## src/rtl/alu_pkg.sv

```systemverilog
// Shared opcode and FSM state encodings for the sequential ALU.
package alu_pkg;

  typedef enum logic [2:0] {
    OP_ADD  = 3'b000,
    OP_SUB  = 3'b001,
    OP_AND  = 3'b010,
    OP_OR   = 3'b011,
    OP_XOR  = 3'b100,
    OP_SHL  = 3'b101,
    OP_SHR  = 3'b110,
    OP_ROTL = 3'b111
  } alu_op_e;

  typedef enum logic [1:0] {
    ST_IDLE  = 2'd0,
    ST_SHIFT = 2'd1,
    ST_DONE  = 2'd2
  } alu_state_e;

  function automatic logic is_shift_op(alu_op_e op);
    return (op == OP_SHL) || (op == OP_SHR) || (op == OP_ROTL);
  endfunction

endpackage

```

## src/rtl/alu_shift_unit.sv

```systemverilog
// Iterative shifter: moves the accumulator one bit position per step.
// Reports the final step so the caller can capture acc_next directly.
module alu_shift_unit
  import alu_pkg::*;
#(
  parameter int WIDTH = 8,
  localparam int CW = $clog2(WIDTH)
) (
  input  logic             clk,
  input  logic             rst,
  input  logic             load,
  input  logic             step,
  input  alu_op_e          op_in,
  input  logic [WIDTH-1:0] data_in,
  input  logic [CW-1:0]    amt_in,
  output logic [WIDTH:0]   acc_next,
  output logic             last
);

  logic [WIDTH:0] acc_q, acc_d;
  logic [CW-1:0]  cnt_q, cnt_d;
  alu_op_e        op_q, op_d;

  // ROTL wraps bit WIDTH-1 back to bit 0 and keeps bit WIDTH clear.
  always_comb begin
    acc_next = acc_q;
    case (op_q)
      OP_SHL:  acc_next = {acc_q[WIDTH-1:0], 1'b0};
      OP_SHR:  acc_next = {1'b0, acc_q[WIDTH:1]};
      OP_ROTL: acc_next = {1'b0, acc_q[WIDTH-2:0], acc_q[WIDTH-1]};
      default: acc_next = acc_q;
    endcase
  end

  always_comb begin
    acc_d = acc_q;
    cnt_d = cnt_q;
    op_d  = op_q;
    if (load) begin
      acc_d = {1'b0, data_in};
      cnt_d = amt_in;
      op_d  = op_in;
    end else if (step) begin
      acc_d = acc_next;
      cnt_d = cnt_q - 1'b1;
    end
  end

  assign last = (cnt_q == CW'(1));

  always_ff @(posedge clk) begin
    if (rst) begin
      acc_q <= '0;
      cnt_q <= '0;
      op_q  <= OP_ADD;
    end else begin
      acc_q <= acc_d;
      cnt_q <= cnt_d;
      op_q  <= op_d;
    end
  end

endmodule

```

## src/rtl/alu_seq.sv

```systemverilog
// Multi-cycle ALU with valid/ready handshakes, registered flags and an
// iterative shift/rotate engine.
module alu_seq
  import alu_pkg::*;
#(
  parameter int WIDTH = 8
) (
  input  logic             clk,
  input  logic             rst,
  input  logic             in_valid,
  output logic             in_ready,
  input  logic [2:0]       opcode,
  input  logic [WIDTH-1:0] in1,
  input  logic [WIDTH-1:0] in2,
  output logic             out_valid,
  input  logic             out_ready,
  output logic [WIDTH:0]   result,
  output logic             zero,
  output logic             carry,
  output logic             overflow
);

  localparam int CW = $clog2(WIDTH);

  alu_state_e     state_q, state_d;
  logic [WIDTH:0] result_q, result_d;
  logic           zero_q, zero_d;
  logic           carry_q, carry_d;
  logic           overflow_q, overflow_d;

  alu_op_e        op;
  logic [CW-1:0]  amt;
  logic [WIDTH:0] a_ext, b_ext;
  logic [WIDTH:0] sp_result;
  logic           sp_ovf;
  logic [WIDTH:0] sh_next;
  logic           sh_last;
  logic           sh_load, sh_step;
  logic           capture;

  assign op    = alu_op_e'(opcode);
  assign amt   = in2[CW-1:0];
  assign a_ext = {1'b0, in1};
  assign b_ext = {1'b0, in2};

  always_comb begin
    sp_result = '0;
    sp_ovf    = 1'b0;
    case (op)
      OP_ADD: begin
        sp_result = a_ext + b_ext;
        sp_ovf    = (in1[WIDTH-1] == in2[WIDTH-1]) && (sp_result[WIDTH-1] != in1[WIDTH-1]);
      end
      OP_SUB: begin
        sp_result = a_ext - b_ext;
        sp_ovf    = (in1[WIDTH-1] != in2[WIDTH-1]) && (sp_result[WIDTH-1] != in1[WIDTH-1]);
      end
      OP_AND:  sp_result = a_ext & b_ext;
      OP_OR:   sp_result = a_ext | b_ext;
      OP_XOR:  sp_result = a_ext ^ b_ext;
      default: sp_result = '0;
    endcase
  end

  alu_shift_unit #(.WIDTH(WIDTH)) u_shift (
    .clk      (clk),
    .rst      (rst),
    .load     (sh_load),
    .step     (sh_step),
    .op_in    (op),
    .data_in  (in1),
    .amt_in   (amt),
    .acc_next (sh_next),
    .last     (sh_last)
  );

  // zero/carry are derived from whatever result is captured this cycle.
  always_comb begin
    state_d    = state_q;
    result_d   = result_q;
    zero_d     = zero_q;
    carry_d    = carry_q;
    overflow_d = overflow_q;
    sh_load    = 1'b0;
    sh_step    = 1'b0;
    capture    = 1'b0;
    case (state_q)
      ST_IDLE: begin
        if (in_valid && in_ready) begin
          if (!is_shift_op(op)) begin
            result_d   = sp_result;
            overflow_d = sp_ovf;
            capture    = 1'b1;
            state_d    = ST_DONE;
          end else if (amt == '0) begin
            result_d   = a_ext;
            overflow_d = 1'b0;
            capture    = 1'b1;
            state_d    = ST_DONE;
          end else begin
            sh_load = 1'b1;
            state_d = ST_SHIFT;
          end
        end
      end
      ST_SHIFT: begin
        sh_step = 1'b1;
        if (sh_last) begin
          result_d   = sh_next;
          overflow_d = 1'b0;
          capture    = 1'b1;
          state_d    = ST_DONE;
        end
      end
      ST_DONE: begin
        if (out_ready) state_d = ST_IDLE;
      end
      default: state_d = ST_IDLE;
    endcase
    if (capture) begin
      zero_d  = (result_d[WIDTH-1:0] == '0);
      carry_d = result_d[WIDTH];
    end
  end

  always_ff @(posedge clk) begin
    if (rst) begin
      state_q    <= ST_IDLE;
      result_q   <= '0;
      zero_q     <= 1'b0;
      carry_q    <= 1'b0;
      overflow_q <= 1'b0;
    end else begin
      state_q    <= state_d;
      result_q   <= result_d;
      zero_q     <= zero_d;
      carry_q    <= carry_d;
      overflow_q <= overflow_d;
    end
  end

  assign in_ready  = (state_q == ST_IDLE) && !rst;
  assign out_valid = (state_q == ST_DONE) && !rst;
  assign result    = result_q;
  assign zero      = zero_q;
  assign carry     = carry_q;
  assign overflow  = overflow_q;

endmodule

```

## config.mk

```make
export PLATFORM = sky130hd
export DESIGN_NAME = alu_seq
export DESIGN_NICKNAME = d
export VERILOG_FILES = /design/src/rtl/alu_pkg.sv /design/src/rtl/alu_shift_unit.sv /design/src/rtl/alu_seq.sv
export SDC_FILE = /design/constraint.sdc
export NUM_CORES = 1
export LEC_CHECK = 0
export BUFFER_PORTS_ARGS = -buffer_cell sky130_fd_sc_hd__buf_2
export CAP_MARGIN = 20
export CORE_ASPECT_RATIO = 1.75
export CORE_MARGIN = 3
export CORE_UTILIZATION = 59
export DETAILED_ROUTE_END_ITERATION = 7
export GPL_TIMING_DRIVEN = 0
export PLACE_DENSITY = 0.81
export SYNTH_ARGS = -nofsm -noshare
export SYNTH_HDL_FRONTEND = slang
export SYNTH_SLANG_ARGS = --single-unit
```

## constraint.sdc

```tcl
create_clock -name clk -period 3.45 [get_ports clk]
set_input_delay 0.69 -clock clk [delete_from_list [all_inputs] [get_ports clk]]
set_output_delay 0.69 -clock clk [all_outputs]
set_load 0.01 [all_outputs]
```

==> results.toml, run 1 <==
[synthesis]
synth_commonest_cells = "nor2_1, a21oi_1, nand2_1"
synth_top_cell_area_share = 0.1950
syn_nets = 447
syn_area_um2 = 2977
ys_ff_latch = 29
syn_area_per_cell_um2 = 7.536
ys.warnings.count = 0
yosysMostFrequentCell = "nor2_1"
synth_edf_count = 0
yosys.cell_types.count = 68
ys_top_cells_by_area = "dfxtp_1, ha_1, a21oi_1"
syn_inst = 395
async_reset_ff_frac = 0
yosysSeqAreaShare = 0.1950
yosysTopAreaCell = "dfxtp_1"
synth-main-ff-cell = "dfxtp_1"

[clocking]
ctsHoldBuffers = 0
cts_tree = "yes"
clock-sinks = 29
postCtsResizedCells = 0
path_clk_slew_ns = 0.06
cts_root_buf = "clkbuf_8"
clock_latency_ns = 0.29
postCtsSetupBuffers = 0
clk_path_buf_depth = 2
cts_buffers = 5
cts.htree.levels = 2

[sta]
fmax_mhz = 335.4
setup_viol = 0
min_period_ns = 2.981
rsz0062_at_grt = "false"
relSlewSlack = 0.5774
finalSetupTns_ns = 0
worst_slew_pin_slew_ns = 0.6272
slew_viol_final = 0
fin_skew_ns = 0.008563
finalCritPeriodShare = 0.8642
holdWs_ns = 0.4801
hold_viol_final = 0

[detailed_routing]
drtAntennaViolNets = 0
avgViaCountPerCell = 6.564
drt_iter0_drc = 278
vias = 3223
dr.pass1.iters = 6
wl_um = 9352
drc = 0
post_drt_wl_per_cell_um = 19.05

[cells_and_area]
layout-drive-gt1-share = 0.1754
antenna_cells = 0
area_growth_pct = 11.01
final_nets = 490

[placed_design]
numPortBuffers = 36
gp_congestion = 0.9620
hpwl_um = 7309

[worst_setup_path]
crit_chain = "buf_2, ha_1, fa_1, a211oi_1, nor2_1, a221oi_1, o22ai_1, a21oi_1, nand4_1, o31ai_1"
critPathLaunchType = "input pin"
slowest_stage = "a211oi_1"
path_buf_inv = 1
cpLargestDelayFamily = "compound AO/OA/AOI/OAI gates"
setup.worst_path.end_class = "register"
required_ns = 3.66
critPathArrivalTime_ns = 3.19
worstPathMaxFanout = 6
cp_slowest_stage_delay_ns = 0.48
crit_path_start = "in2[0]"
crit_type = "in -> reg"
reg2reg_from = "u_shift.cnt_q[1]"

[flow_run]
max_cap_viol_count = 0

[global_routing]
grt_overflow = 0
grtUsageTotal = 0.3253
grt_max_degree = 11
antenna_found_initial = 0
grt_pass1_vias = 3183
grt_pass1_wl_um = 15020

[power]
max-vdd-ir-drop_v = 0.0003136
power.density_nw_per_um2 = 297.7
p_leak_nw = 1.383

[die]
fp.dieArea_um2 = 5967
start_util = 0.6215
pin_count = 37
die_w_um = 59.69
fp.dieH_um = 99.96
core_area_um2 = 4790
rows = 33

[hold_path]
hp-class = "reg -> reg"
min-delay-start = "u_shift.acc_q[0]"

[run_status]
run_status = "completed"
==> cell usage in the layout (no fill, tap or decap), types with 9 or more instances in the layout <==
master	netlist	final
a21oi_1	35	35
a22oi_1	9	9
buf_2	10	46
clkbuf_1	10	11
dfxtp_1	29	29
ha_1	27	27
inv_1	28	28
nand2_1	31	31
nand3_1	10	10
nor2_1	40	40
nor3_1	13	13
o21ai_0	16	16
==> layer usage <==
metal  track usage  vias to the layer above  wire, um
met2        0.5692                      155      4875
met4        0.1945                        0       471
met3       0.04376                       38       609
met5             0                        -         0
met1        0.3546                     1496      3395
li1              -                     1534         -
==> path summary, 6_finish.rpt <==
kind              cells after the start               end  slack (ns)
setup / recovery                     10              zero        0.47
hold reg to reg                       2  u_shift.acc_q[0]        0.48
setup reg to reg                      9              zero        1.01
hold / removal                        2  u_shift.acc_q[0]        0.48
==> cell type report <==
| type | count | area [um2] |
|---|---|---|
| Multi-Input combinational cell | 312 | 2155 |
| Fill cell | 424 | 1485 |
| Sequential cell | 29 | 580.6 |
| Timing Repair Buffer | 36 | 180.2 |
| Buffer | 26 | 136.4 |
| Inverter | 28 | 105.1 |
| Clock buffer | 6 | 72.57 |
| Tap cell | 52 | 65.06 |
| Clock inverter | 2 | 10.01 |
==> per-stage QoR <==
stage / setup WS, ns / util / power [mW] / cell area (um2) / cells
6_report: 0.4686 / 0.6899 / 0.9838 / 3304 / 491
5_1_grt: 0.3235 / 0.6899 / 1.031 / 3304 / 491
4_1_cts: 0.5327 / 0.6899 / 0.9778 / 3304 / 491
2_1_floorplan: 0.7623 / - / 0.6063 / 2977 / 395
3_5_place_dp: 0.2356 / 0.6727 / 0.7111 / 3222 / 483
3_3_place_gp: 0.2653 / 0.6727 / 0.7042 / 3222 / 483
==> kinds of logic after synthesis <==
group           synth area share
flops                     0.1950
buf+inv                  0.08113
simple gates              0.2388
fa+ha+maj                 0.1269
mux                      0.02816
compound gates            0.3182
xor+xnor                 0.01177
==> registers in the layout (all words and copies together) (netlist names) <==
signal	count
state_q	2
u_shift.op_q	3
carry	1
overflow	1
result	9
u_shift.acc_q	9
u_shift.cnt_q	3
zero	1
==> worst register-to-register path, stage by stage, from the launching register on <==
cell       delay, ns
dfxtp_1         0.31
inv_1           0.09
ha_1            0.19
and4bb_2        0.23
buf_2           0.22
nor2_1          0.17
a2111oi_1       0.58
and3_1          0.24
nand4_1         0.11
o31ai_1         0.22
==> report_power, final <==
| group | leakage, nW | switching, mW | internal [mW] |
|---|---|---|---|
| registers | 0.236 | 0.0146 | 0.352 |
| logic | 1.10 | 0.213 | 0.134 |
| clock network | 0.0450 | 0.131 | 0.139 |
| total | 1.38 | 0.358 | 0.626 |
Power figures use the tool's default switching activity.
==> run 2, diff against run 1 <==
Settings changed: BUFFER_PORTS_ARGS -buffer_cell sky130_fd_sc_hd__buf_2 to -buffer_cell sky130_fd_sc_hd__buf_4, CORE_UTILIZATION 59 to 60, SYNTH_HIERARCHICAL set to 1.
==> run 2 against run 1 <==
  * Non-clock buffer count up 6
  * Register-to-register slack worse by 0.40 ns
  * Sequential share of layout area down 2.0 points
  * Largest power group is now combinational logic
  * Hold slack about the same
  * Clock-buffer cell count up 1
  * Core utilization up 2.1 points
  * Critical path type unchanged
  * Die area up 7.6%
  * Global-route usage up 0.32 points
  * Synthesized cell count up 12%
  * Flip-flop and latch count unchanged
  * Setup slack worse by 0.062 ns
==> results.toml, run 2 <==
[synthesis]
ys_ff_latch = 29
ys.warnings.count = 6
yosysSeqAreaShare = 0.1771
synth_commonest_cells = "nor2_1, inv_1, dfxtp_1"
syn_area_per_cell_um2 = 7.433
yosysTopAreaCell = "dfxtp_1"
synth-main-ff-cell = "dfxtp_1"
ys_top_cells_by_area = "dfxtp_1, ha_1, nor2_1"
yosys.cell_types.count = 74
syn_nets = 492
yosysMostFrequentCell = "nor2_1"
synth_edf_count = 0
syn_area_um2 = 3278
async_reset_ff_frac = 0
synth_top_cell_area_share = 0.1771
syn_inst = 441

[clocking]
postCtsResizedCells = 0
path_clk_slew_ns = 0.07
cts_buffers = 5
postCtsSetupBuffers = 0
clock_latency_ns = 0.29
cts.htree.levels = 2
clock-sinks = 29
ctsHoldBuffers = 0
clk_path_buf_depth = 2
cts_tree = "yes"
cts_root_buf = "clkbuf_8"

[run_status]
run_status = "completed"

[sta]
worst_slew_pin_slew_ns = 0.9327
fmax_mhz = 328.6
hold_viol_final = 0
relSlewSlack = 0.3734
finalSetupTns_ns = 0
slew_viol_final = 0
fin_skew_ns = 0.01150
finalCritPeriodShare = 0.8821
holdWs_ns = 0.4796
min_period_ns = 3.043
setup_viol = 0
rsz0062_at_grt = "false"

[worst_setup_path]
r2r_end = "zero"
crit_type = "in -> reg"
r2r_setup_slack_ns = 0.61
setup.worst_path.end_class = "register"
worstPathMaxFanout = 7
critPathLaunchType = "input pin"
cp_slowest_stage_delay_ns = 0.43
required_ns = 3.69
crit_chain = "buf_4, inv_1, ha_1, or2_2, a211oi_1, o31ai_1, a221o_1, a221oi_1, o2111a_1, a21o_1"
reg2reg_from = "u_shift/cnt_q[0]"
critPathArrivalTime_ns = 3.28
slowest_stage = "a211oi_1"
r2r_cells = 9

[die]
core_area_um2 = 5255
rows = 35
start_util = 0.6238
fp.dieH_um = 103.8
pin_count = 37
die_w_um = 61.88
fp.dieArea_um2 = 6421

[power]
power.density_nw_per_um2 = 304.1
p_int_mw = 0.7499
switchingPower_mw = 0.3853
swShare = 0.3394
p_comb_frac = 0.347
clkPwrFrac = 0.328
p_leak_nw = 1.499
max-vdd-ir-drop_v = 0.0001615
seqPwrFrac = 0.325

[hold_path]
hold_depth = 2
hp-class = "reg -> reg"
min-delay-start = "overflow"
hold_end = "overflow"

[cells_and_area]
layout_commonest_cell = "nor2_1"
final_nets = 535
layout-drive-gt1-share = 0.1629
multi_input_area_um2 = 2397
antenna_cells = 0
final_cell_mix = "nor2_1, inv_1, buf_4"
area_growth_pct = 13.89
fillers = 464
seq_area_um2 = 580.6

[global_routing]
grt_max_degree = 11
grt_pass1_vias = 3496
grt_pass1_wl_um = 16120
grtUsageTotal = 0.3285
antenna_found_initial = 0
grt_overflow = 0

[flow_run]
max_cap_viol_count = 0

[detailed_routing]
dr.max_layer_used = "met4"
drtAntennaViolNets = 0
drt-met1-wl_um = 3571
dr.pass1.iters = 6
drt_iter0_drc = 231
wl_um = 10080
drc = 0
avgViaCountPerCell = 6.491
post_drt_wl_per_cell_um = 18.66
dr_wl_met3_um = 453
vias = 3505
wl_met2_um = 5395

[placed_design]
hpwl_um = 7965
gp_congestion = 0.9762
numPortBuffers = 36
==> run 2: cell types whose count changed after synthesis, moves of 5 or more <==
cell      change
inv_1         +9
a221oi_1      -6
clkbuf_1      +7
o221ai_2      +6
a211oi_1      +6
nor2b_1      +14
a21oi_1       -9
a32oi_1       -5
nor3b_1       +5
a22oi_1       -5
==> run 2: cell families (layout without fill, tap and decap cells) <==
kind of cell,count (synthesis),in the layout,share of synthesized area
adders and majority gates,28,28,0.1115
xor gates and xnor gates,5,5,0.01336
buffers and inverters,70,114,0.09160
and+or+nand+nor,173,173,0.2947
muxes,5,5,0.01565
DFF,29,29,0.1771
AOI/OAI and AO/OA,131,131,0.2962
==> run 2: cell type report <==
| type | instances | share of cell area |
|---|---|---|
| clock inverters | 1 | 0.008043 |
| plain buffers | 32 | 0.04223 |
| flip-flops and latches | 29 | 0.1555 |
| inverters | 38 | 0.03820 |
| well taps | 55 | 0.01843 |
| clock buffers | 7 | 0.02312 |
| multi-input cells | 342 | 0.6421 |
| repair buffers | 36 | 0.07239 |
==> run 2: worst max-delay path by stage <==
stage	end	from	slack, ns
finish	zero	in2[1]	0.41
global route	zero	in2[2]	0.28
CTS	zero	in2[1]	0.44
detailed placement	zero	in2[1]	0.16
global placement	zero	in2[1]	0.16
floorplan	zero	in2[1]	0.70
==> run 2: power by group through the flow <==
stage               sequential (mW)  clock [mW]  combinational [mW]
floorplan                     0.376           0               0.260
global placement              0.375           0               0.376
detailed placement            0.376           0               0.384
CTS                           0.369       0.374               0.386
global route                  0.371       0.385               0.431
finish                        0.369       0.372               0.393
==> run 2: through the flow <==
| stage | cells | total power [mW] | util | cell area, um2 | setup WS (ns) |
|---|---|---|---|---|---|
| after detailed placement | 532 | 0.7595 | 0.6883 | 3617 | 0.1561 |
| after CTS | 540 | 1.129 | 0.7105 | 3734 | 0.4421 |
| after global routing | 540 | 1.187 | 0.7105 | 3734 | 0.2813 |
| final | 540 | 1.135 | 0.7105 | 3734 | 0.4066 |
| after floorplan | 441 | 0.6354 | - | 3278 | 0.6959 |
| after global placement | 532 | 0.7515 | 0.6883 | 3617 | 0.1607 |
==> run 2: metal layers <==
layer | track usage | vias up
met5 | 0 | -
met4 | 0.2170 | 0
met3 | 0.04115 | 54
met2 | 0.5757 | 130
met1 | 0.3351 | 1634
li1 | - | 1687
==> run 2: worst max-delay path: cells and delay by family <==
kind / cells / cell delay [ns]
AOI/OAI and AO/OA: 6 / 1.70
buffers and inverters: 2 / 0.30
and+or+nand+nor: 1 / 0.30
adders and majority gates: 1 / 0.29
